## src/rtl/br_pkg.sv

```systemverilog
// Shared types and constants for the ID-stage branch/PC controller.
// Latency: n/a (declarations only).
// Backpressure: n/a (declarations only).
package br_pkg;

  // Decoded branch/jump operation carried from ID.
  typedef enum logic [2:0] {
    OP_NONE = 3'd0,
    OP_BEQ  = 3'd1,
    OP_BNE  = 3'd2,
    OP_BLEZ = 3'd3,
    OP_BGTZ = 3'd4,
    OP_J    = 3'd5,
    OP_JAL  = 3'd6,
    OP_JR   = 3'd7
  } br_op_e;

  // IDLE: normal fetch. PENDING: a taken target is waiting for imem_ready.
  typedef enum logic {
    ST_IDLE    = 1'b0,
    ST_PENDING = 1'b1
  } br_state_e;

  localparam logic [31:0] RESET_PC_DEFAULT = 32'h0000_3000;

  // Taken decision from the comparator flags; unconditional jumps always take.
  function automatic logic br_cond_taken(input br_op_e op, input logic eq,
                                         input logic lez, input logic gtz);
    logic t;
    t = 1'b0;
    case (op)
      OP_BEQ:                t = eq;
      OP_BNE:                t = ~eq;
      OP_BLEZ:               t = lez;
      OP_BGTZ:               t = gtz;
      OP_J, OP_JAL, OP_JR:   t = 1'b1;
      default:               t = 1'b0;
    endcase
    return t;
  endfunction

endpackage

```

## src/rtl/br_target_gen.sv

```systemverilog
// Combinational branch/jump target and JAL link address generator.
// Latency: zero cycles (purely combinational).
// Backpressure: none; outputs follow inputs.
// Ports: id_br_op/id_pc/id_imm16/id_index26/id_rs_data in; target, link_pc out.
module br_target_gen
  import br_pkg::*;
(
  input  logic [2:0]  id_br_op,
  input  logic [31:0] id_pc,
  input  logic [15:0] id_imm16,
  input  logic [25:0] id_index26,
  input  logic [31:0] id_rs_data,
  output logic [31:0] target,
  output logic [31:0] link_pc
);

  logic [31:0] pc_plus4;
  logic [31:0] br_offset;
  br_op_e      op;

  assign op        = br_op_e'(id_br_op);
  assign pc_plus4  = id_pc + 32'd4;
  // Word offset: sign-extend then scale by 4.
  assign br_offset = {{14{id_imm16[15]}}, id_imm16, 2'b00};
  // Delay slot sits at id_pc + 4, so JAL returns past it.
  assign link_pc   = id_pc + 32'd8;

  always_comb begin
    target = pc_plus4 + br_offset;
    case (op)
      OP_J, OP_JAL: target = {pc_plus4[31:28], id_index26, 2'b00};
      OP_JR:        target = id_rs_data;
      default:      target = pc_plus4 + br_offset;
    endcase
  end

endmodule

```

## src/rtl/branch_pc_ctrl.sv

```systemverilog
// Resolves ID-stage branches/jumps, owns the fetch PC and branch statistics.
// Latency: taken target reaches pc one cycle after resolve with imem_ready high.
// Backpressure: stall freezes everything; !imem_ready parks the target in PENDING.
// Ports: clk/reset; stall, imem_ready; id_* decode and cmp_* flags in;
//        pc, redirect, br_taken, link_pc, br_cnt, taken_cnt out.
module branch_pc_ctrl
  import br_pkg::*;
#(
  parameter logic [31:0] RESET_PC = RESET_PC_DEFAULT,
  parameter int          CNT_W    = 16
) (
  input  logic             clk,
  input  logic             reset,
  input  logic             stall,
  input  logic             imem_ready,
  input  logic             id_valid,
  input  logic [2:0]       id_br_op,
  input  logic             cmp_eq,
  input  logic             cmp_lez,
  input  logic             cmp_gtz,
  input  logic [31:0]      id_pc,
  input  logic [15:0]      id_imm16,
  input  logic [25:0]      id_index26,
  input  logic [31:0]      id_rs_data,
  output logic [31:0]      pc,
  output logic             redirect,
  output logic             br_taken,
  output logic [31:0]      link_pc,
  output logic [CNT_W-1:0] br_cnt,
  output logic [CNT_W-1:0] taken_cnt
);

  br_state_e   state, state_nxt;
  logic [31:0] pend_target;
  logic [31:0] target;
  logic        resolve;
  logic        taken;

  logic [31:0] pc_nxt;
  logic [31:0] pend_nxt;
  logic        redirect_nxt;

  br_target_gen u_target (
    .id_br_op   (id_br_op),
    .id_pc      (id_pc),
    .id_imm16   (id_imm16),
    .id_index26 (id_index26),
    .id_rs_data (id_rs_data),
    .target     (target),
    .link_pc    (link_pc)
  );

  // While a target is pending, ID is not consumed: no resolve, no counting.
  assign resolve  = id_valid & ~stall & (state == ST_IDLE)
                  & (br_op_e'(id_br_op) != OP_NONE);
  assign taken    = br_cond_taken(br_op_e'(id_br_op), cmp_eq, cmp_lez, cmp_gtz);
  assign br_taken = resolve & taken;

  // State register plus datapath registers.
  always_ff @(posedge clk or posedge reset) begin
    if (reset) begin
      state       <= ST_IDLE;
      pc          <= RESET_PC;
      pend_target <= 32'h0;
      redirect    <= 1'b0;
      br_cnt      <= '0;
      taken_cnt   <= '0;
    end else begin
      state       <= state_nxt;
      pc          <= pc_nxt;
      pend_target <= pend_nxt;
      redirect    <= redirect_nxt;
      // Saturating statistics.
      if (resolve && (br_cnt != {CNT_W{1'b1}}))
        br_cnt <= br_cnt + {{(CNT_W-1){1'b0}}, 1'b1};
      if (br_taken && (taken_cnt != {CNT_W{1'b1}}))
        taken_cnt <= taken_cnt + {{(CNT_W-1){1'b0}}, 1'b1};
    end
  end

  // Next-state logic.
  always_comb begin
    state_nxt = state;
    case (state)
      ST_IDLE:    if (br_taken && !imem_ready) state_nxt = ST_PENDING;
      ST_PENDING: if (!stall && imem_ready)    state_nxt = ST_IDLE;
      default:    state_nxt = ST_IDLE;
    endcase
  end

  // Output/datapath logic. br_taken already excludes stall.
  always_comb begin
    pc_nxt       = pc;
    pend_nxt     = pend_target;
    redirect_nxt = 1'b0;
    case (state)
      ST_IDLE: begin
        if (br_taken && imem_ready) begin
          pc_nxt       = target;
          redirect_nxt = 1'b1;
        end else if (br_taken) begin
          pend_nxt = target;
        end else if (!stall && imem_ready) begin
          pc_nxt = pc + 32'd4;
        end
      end
      ST_PENDING: begin
        // The parked target beats sequential increment.
        if (!stall && imem_ready) begin
          pc_nxt       = pend_target;
          redirect_nxt = 1'b1;
        end
      end
      default: begin
        pc_nxt = pc;
      end
    endcase
  end

endmodule

```

## config.mk

```make
export PLATFORM = sky130hd
export DESIGN_NAME = branch_pc_ctrl
export DESIGN_NICKNAME = d
export VERILOG_FILES = /design/src/rtl/br_pkg.sv /design/src/rtl/br_target_gen.sv /design/src/rtl/branch_pc_ctrl.sv
export SDC_FILE = /design/constraint.sdc
export NUM_CORES = 1
export LEC_CHECK = 0
export ABC_AREA = 1
export CELL_PAD_IN_SITES_DETAIL_PLACEMENT = 1
export CELL_PAD_IN_SITES_GLOBAL_PLACEMENT = 1
export CORE_MARGIN = 2
export CORE_UTILIZATION = 35
export DETAILED_ROUTE_END_ITERATION = 10
export GPL_ROUTABILITY_DRIVEN = 0
export PLACE_DENSITY = 0.8
export RECOVER_POWER = 50
export SETUP_SLACK_MARGIN = 0.05
export SYNTH_ARGS = -nofsm -noshare
export SYNTH_HDL_FRONTEND = slang
export SYNTH_HIERARCHICAL = 1
export SYNTH_SLANG_ARGS = --single-unit
```

## constraint.sdc

```tcl
create_clock -name clk -period 3.25 [get_ports clk]
set_input_delay 0.4875 -clock clk [delete_from_list [all_inputs] [get_ports clk]]
set_output_delay 0.4875 -clock clk [all_outputs]
set_load 0.02 [all_outputs]
```

==> results of run 1 <==
critical path: cells and delay by family:
| family | cells | cell delay (ps) |
|---|---|---|
| and+or+nand+nor | 20 | 1880 |
| buffers and inverters | 6 | 640 |
| adders and majority gates | 1 | 290 |
| xor gates and xnor gates | 1 | 210 |
| AOI/OAI and AO/OA | 1 | 120 |
area by class of cell:
| class | count | area, sq um |
|---|---|---|
| multi-input cells | 1224 | 7090 |
| clock inverters | 7 | 81.3 |
| well taps | 341 | 427 |
| repair buffers | 436 | 3800 |
| clock buffers | 9 | 225 |
| fillers | 3545 | 12100 |
| flip-flops and latches | 98 | 2450 |
| inverters | 215 | 813 |
power breakdown:
part	internal, mW	switching [mW]
registers	1.56	0.422
clock network	0.551	0.581
logic	1.28	1.79
total	3.39	2.79
per-stage QoR:
step | instance area, sq um | setup slack [ps] | power, mW
detailed placement | 13500 | -794 | 4.79
global route | 14900 | -206 | 6.57
CTS | 14400 | 47.0 | 6.03
finish | 14900 | -126 | 6.18
floorplan | 9640 | 126 | 3.41
global placement | 13500 | -718 | 4.67
registers in the layout, summed over array words and instances, names as in the netlist:
name	count
pc	32
pend_target	32
br_cnt	16
taken_cnt	16
redirect	1
state	1
timing repair:
item | in CTS | in global routing
resized for setup | 148 | 146
setup buffers | 13 | 21
endpoints found under the setup margin | 62 | 54
pin swaps | 38 | 69
metal layers:
metal / vias to the layer above / routed length [um] / GRT usage (%)
met5: - / 0 / 0
met4: 0 / 2670 / 11.8
met3: 185 / 2240 / 3.09
met2: 528 / 24300 / 54.3
met1: 6115 / 18800 / 35.7
li1: 5771 / - / -
cells by family (layout without fill, tap and decap cells):
group,Yosys count,after routing,share of synthesized area [%]
adder cells (fa/ha/maj),38,38,5.02
flip-flops,98,98,25.5
XOR/XNOR,96,96,8.73
buffers and inverters,250,667,10.4
AND/OR/NAND/NOR,917,917,40.3
AO/OA/AOI/OAI,172,172,9.98
multiplexers,1,1,0.104
placed cells by master (no fill, tap or decap), types with 25 or more instances in the layout:
cell type | synthesis | final
sky130_fd_sc_hd__nand2_2 | 11 | 50
sky130_fd_sc_hd__buf_4 | 4 | 208
sky130_fd_sc_hd__clkdlybuf4s50_1 | 0 | 149
sky130_fd_sc_hd__nor2_4 | 4 | 25
sky130_fd_sc_hd__dfrtp_1 | 96 | 96
sky130_fd_sc_hd__nand3_1 | 106 | 101
sky130_fd_sc_hd__a21oi_1 | 60 | 37
sky130_fd_sc_hd__dlygate4sd3_1 | 0 | 36
sky130_fd_sc_hd__xor2_1 | 74 | 67
sky130_fd_sc_hd__nor2_1 | 170 | 136
sky130_fd_sc_hd__o21ai_0 | 68 | 61
sky130_fd_sc_hd__nand2_1 | 546 | 499
sky130_fd_sc_hd__inv_1 | 203 | 197
final timing paths:
kind | slack (ps) | startpoint | to | depth (start not counted)
max reg2reg | 840 | taken_cnt[0] | taken_cnt[6] | 8
max in group asynchronous | 490 | reset | pend_target[8] | 3
min in group asynchronous | 930 | reset | taken_cnt[14] | 2
min | 480 | pend_target[4] | pend_target[4] | 2
min reg2reg | 480 | pend_target[4] | pend_target[4] | 2
max | -130 | id_pc[4] | pc[31] | 29
cells in the mapped netlist, types with 20 or more instances:
library cell and number:
sky130_fd_sc_hd__o21ai_0 68, sky130_fd_sc_hd__inv_1 203, sky130_fd_sc_hd__xor2_1 74, sky130_fd_sc_hd__nor3_1 22, sky130_fd_sc_hd__dfrtp_1 96, sky130_fd_sc_hd__nand4_1 20, sky130_fd_sc_hd__ha_1 37, sky130_fd_sc_hd__nand2_1 546
sky130_fd_sc_hd__a21oi_1 60, sky130_fd_sc_hd__xnor2_1 22, sky130_fd_sc_hd__nand3_1 106, sky130_fd_sc_hd__nor2_1 170
==> flow_summary.json, run 1 <==
{
  "antenna_found_initial": 0,
  "num-nets-final": 2139,
  "post-route-util_pct": 55.2,
  "final-hold-violation-count": 0,
  "hp-class": "reg -> reg",
  "antenna_violating_nets_post_route": 0,
  "avgViaCountPerCell": 5.41,
  "yosysSeqAreaShare_pct": 25.5,
  "syn2layout_area_growth_pct": 54.6,
  "routed_wire_length_per_instance_um": 20.6,
  "synthDominantAreaCellType": "sky130_fd_sc_hd__dfrtp_1",
  "total_leakage_power_nw": 7.44,
  "antenna_cells": 0,
  "fmaxAchievable_mhz": 296,
  "drive_above_1_share_pct": 23.3,
  "post_synth_inst_count": 1572,
  "placedCellCount": 2280,
  "pwr_density_cell_nw_per_um2": 415,
  "cp_data_arrival_time_ps": 3630,
  "crit_path_frequent_cell": "sky130_fd_sc_hd__nand2_1",
  "synthesis.area_sq_um": 9630,
  "setup_viol_count_final": 5,
  "outcome": "finished, violations left",
  "worst_slack_ps": -126,
  "post_layout_nonfiller_instances": 2330,
  "path_max_fanout": 4,
  "synth.top_cell.area_share_pct": 24.9,
  "drt_drc_violations_left": 0,
  "timing_worst_setup_path_type": "in -> reg",
  "clock_path_buffers": 2,
  "grt_pass1_wl_um": 67800,
  "total_negative_setup_slacks_ps": -310,
  "tightestPinTransition_ps": 1570,
  "grt_max_degree": 55,
  "synthArstFlopShare_pct": 100,
  "yosys.cell_types.count": 42,
  "number_of_global_route_vias_before_repair": 12800,
  "launching_element_type_of_the_critical_path": "input port",
  "ys_warns": 6,
  "synthesis.nets": 1727,
  "floorplan.initialDensity_pct": 35.7,
  "violated_checks": "capacitance limit, slew limit, setup timing",
  "ioPinCount": 215,
  "portBuffers": 214,
  "layout_skew_ps": 22.2,
  "tritoncts": "yes",
  "drt_first_iter_violations": 790,
  "grt_setup_unrepaired": "true",
  "synth.ff_latch_count": 98,
  "fin_worst_hold_slack_ps": 482,
  "endpoint_kind": "register",
  "final_max_slew_viol_count": 35,
  "clock_tree.root_cell": "sky130_fd_sc_hd__clkbuf_16",
  "min_period_ps": 3380,
  "avgSynthCellArea_sq_um": 6.13,
  "min_period_over_period_pct": 104,
  "postRouteWirelength_um": 48000,
  "cts_buffers": 9,
  "drv_cap": 1,
  "crit_path_max_incr_delay_ps": 290,
  "critical_path.slowest_cell": "sky130_fd_sc_hd__ha_1",
  "vias": 12600,
  "postSynth.topFlopCell": "sky130_fd_sc_hd__dfrtp_1",
  "worstSkewPairLatency_ps": 370,
  "die-height_um": 170,
  "synth_top_cells_by_area": "sky130_fd_sc_hd__dfrtp_1, sky130_fd_sc_hd__nand2_1, sky130_fd_sc_hd__inv_1",
  "dp_hpwl_um": 32200,
  "clock_sink_count": 98,
  "synth_enable_flop_cells": 0,
  "required_ps": 3510,
  "die_width_um": 170,
  "first_pass_iters": 5,
  "grt_usage_pct": 29.7,
  "clk_pin_slew_worst_paths_ps": 80,
  "slew_headroom_pct": -5.29,
  "coreArea_sq_um": 27000,
  "hold_buffers": 0,
  "max-vdd-ir-drop_mv": 0.248,
  "globalRoute.totalOverflow": 0,
  "die-area_sq_um": 28900,
  "placementRows": 60,
  "cts_max_level": 3
}
Note: power is estimated with default switching activity, not from simulation.
==> inputs of run 2 (changes only) <==
==> constraint.sdc (replaced) <==
create_clock -name clk -period 3.2 [get_ports clk]
set_input_delay 0.48 -clock clk [delete_from_list [all_inputs] [get_ports clk]]
set_output_delay 0.48 -clock clk [all_outputs]
set_load 0.02 [all_outputs]
==> flow_summary.json, run 2 (synthesized netlist as in run 1, its figures left out) <==
{
  "globalRoute.totalOverflow": 0,
  "internal_power_mw": 3.46,
  "min_period_over_period_pct": 106,
  "syn2layout_area_growth_pct": 57.1,
  "dpl-instance-area_sq_um": 13500,
  "num-nets-final": 2150,
  "required_ps": 3450,
  "layout.filler_cells": 3485,
  "tritoncts": "yes",
  "grt_max_degree": 71,
  "first_pass_iters": 4,
  "hp-class": "reg -> reg",
  "floorplan.initialDensity_pct": 35.7,
  "vias": 12700,
  "avgViaCountPerCell": 5.42,
  "final-hold-violation-count": 0,
  "layout.cells.most_common": "sky130_fd_sc_hd__nand2_1",
  "portBuffers": 214,
  "clock_path_buffers": 2,
  "violated_checks": "setup timing",
  "pwr_density_cell_nw_per_um2": 419,
  "slew_headroom_pct": 4.30,
  "drt_first_iter_violations": 953,
  "coreArea_sq_um": 27000,
  "final_max_slew_viol_count": 0,
  "finish.instance_area_sq_um": 15100,
  "reg2reg_slack_ps": 920,
  "total_area_of_sequential_cells_sq_um": 2450,
  "endpoint_kind": "register",
  "cts_buffers": 9,
  "antenna_violating_nets_post_route": 0,
  "r2r-start": "pc[2]",
  "cts_max_level": 3,
  "number_of_global_route_vias_before_repair": 12800,
  "outcome": "finished, violations left",
  "clk_pin_slew_worst_paths_ps": 80,
  "die_width_um": 170,
  "r2r.worst_path.cells": 10,
  "cp_data_arrival_time_ps": 3650,
  "launching_element_type_of_the_critical_path": "input port",
  "final_cell_mix": "sky130_fd_sc_hd__nand2_1, sky130_fd_sc_hd__buf_4, sky130_fd_sc_hd__inv_1",
  "timing_worst_setup_path_type": "in -> reg",
  "clock_sink_count": 98,
  "fin_worst_hold_slack_ps": 478,
  "worstSkewPairLatency_ps": 370,
  "multi_input_area_sq_um": 7220,
  "drv_cap": 0,
  "crit_end": "pc[31]",
  "placementRows": 60,
  "grt_setup_unrepaired": "true",
  "fmaxAchievable_mhz": 295,
  "die-area_sq_um": 28900,
  "top_regs": "pc x32, pend_target x32",
  "layout_skew_ps": 18.0,
  "worst_slack_ps": -190,
  "postRouteWirelength_um": 50000,
  "crit_path_start": "id_pc[23]",
  "min_delay_path_depth": 2,
  "antenna_found_initial": 2,
  "drt_drc_violations_left": 0,
  "setup_viol_count_final": 14,
  "total_leakage_power_nw": 7.51,
  "power.clock.fraction_pct": 18.0,
  "max-vdd-ir-drop_mv": 0.279,
  "drive_above_1_share_pct": 25.4,
  "worstReg2RegEnd": "pc[22]",
  "min_period_ps": 3390,
  "p_seq_share_pct": 31.9,
  "tightestPinTransition_ps": 1430,
  "dp_hpwl_um": 32200,
  "clock_tree.root_cell": "sky130_fd_sc_hd__clkbuf_16",
  "grt_pass1_wl_um": 67200,
  "grt_usage_pct": 29.6,
  "hold_buffers": 0,
  "ioPinCount": 215,
  "netSwitchingFraction_pct": 45.4,
  "path_max_fanout": 4,
  "die-height_um": 170,
  "power.combinational.fraction_pct": 50.1,
  "netSwitchingPower_mw": 2.87,
  "routed_wire_length_per_instance_um": 21.3
}
run 2: power by group through the flow:
stage                     registers, mW  logic (mW)  clock network, mW
after floorplan                    2.15        1.32                  0
after CTS                          2.01        2.96               1.16
after global routing               2.07        3.42               1.21
final                              2.02        3.17               1.14
after detailed placement           2.03        2.84                  0
after global placement             2.01        2.74                  0
run 2: layout make-up:
cell class                      count  share of cell area [%]
Multi-Input combinational cell   1224                    47.7
Timing Repair Buffer              447                    25.8
Sequential cell                    98                    16.2
Inverter                          215                    5.40
Tap cell                          341                    2.82
Clock buffer                        9                    1.49
Clock inverter                      7                   0.538
Antenna cell                        2                  0.0331
run 2: critical path, cell delays in order:
cell and delay, ps:
sky130_fd_sc_hd__dlygate4sd2_1 320, sky130_fd_sc_hd__nand2_1 150, sky130_fd_sc_hd__nor2_2 210, sky130_fd_sc_hd__inv_2 110
sky130_fd_sc_hd__buf_4 160, sky130_fd_sc_hd__nor3_4 230, sky130_fd_sc_hd__nand3_1 150, sky130_fd_sc_hd__and2_4 200
sky130_fd_sc_hd__ha_4 300, sky130_fd_sc_hd__nand2_2 100, sky130_fd_sc_hd__nor2_4 140, sky130_fd_sc_hd__nand2_2 90
sky130_fd_sc_hd__inv_2 100, sky130_fd_sc_hd__nand2_2 80, sky130_fd_sc_hd__nand2_2 100, sky130_fd_sc_hd__inv_1 50
sky130_fd_sc_hd__nand2_1 70, sky130_fd_sc_hd__nand2_1 70, sky130_fd_sc_hd__nand3_2 90, sky130_fd_sc_hd__nand2_2 70
sky130_fd_sc_hd__inv_2 70, sky130_fd_sc_hd__nand2_2 50, sky130_fd_sc_hd__nand2_1 70, sky130_fd_sc_hd__nand2_1 60
sky130_fd_sc_hd__nand2_1 80, sky130_fd_sc_hd__nand2_1 40
run 2: worst min path at each step:
stage | from | end | slack (ps)
4_1_cts | reset | taken_cnt[15] | 470
2_1_floorplan | pend_target[19] | pend_target[19] | 440
3_3_place_gp | pend_target[3] | pend_target[3] | 450
3_5_place_dp | pend_target[6] | pend_target[6] | 460
5_1_grt | pend_target[3] | pend_target[3] | 500
6_report | pend_target[6] | pend_target[6] | 480
run 2: per-stage QoR:
step | setup TNS, ps | power (mW) | instances | worst slack, ps | utilization, %
6_report | -919 | 6.33 | 2343 | -190 | 56.1
5_1_grt | -3490 | 6.70 | 2342 | -251 | 56.1
4_1_cts | 0 | 6.12 | 2316 | 29.0 | 53.4
3_5_place_dp | -29020 | 4.87 | 2278 | -864 | 50.0
3_3_place_gp | -23300 | 4.75 | 2278 | -732 | 50.0
2_1_floorplan | 0 | 3.47 | 1572 | 83.5 | -
run 2: repair_timing:
item | CTS | global route
setup buffers | 22 | 25
resized for setup | 158 | 187
setup endpoints to repair | 63 | 57
pin swaps | 66 | 90
run 2: layer usage:
layer  track usage (%)  routed length [um]  vias to the layer above  part of all wire, %
met5                 0                   0                        -                    0
met4              13.7                3440                        0                  6.9
met3              3.49                2440                      198                  4.9
met2              53.8               24800                      516                   50
met1              34.8               19300                     6203                   39
li1                  -                   -                     5776                    -
==> inputs of run 3 (changes only) <==
--- a/config.mk
+++ b/config.mk
@@ -12,6 +12,7 @@
 export CORE_UTILIZATION = 35
 export DETAILED_ROUTE_END_ITERATION = 10
 export GPL_ROUTABILITY_DRIVEN = 0
+export HOLD_SLACK_MARGIN = 0.03
 export PLACE_DENSITY = 0.8
 export RECOVER_POWER = 50
 export SETUP_SLACK_MARGIN = 0.05
==> results of run 3 <==
Final layout, timing and power as in run 2 (identical DEF).
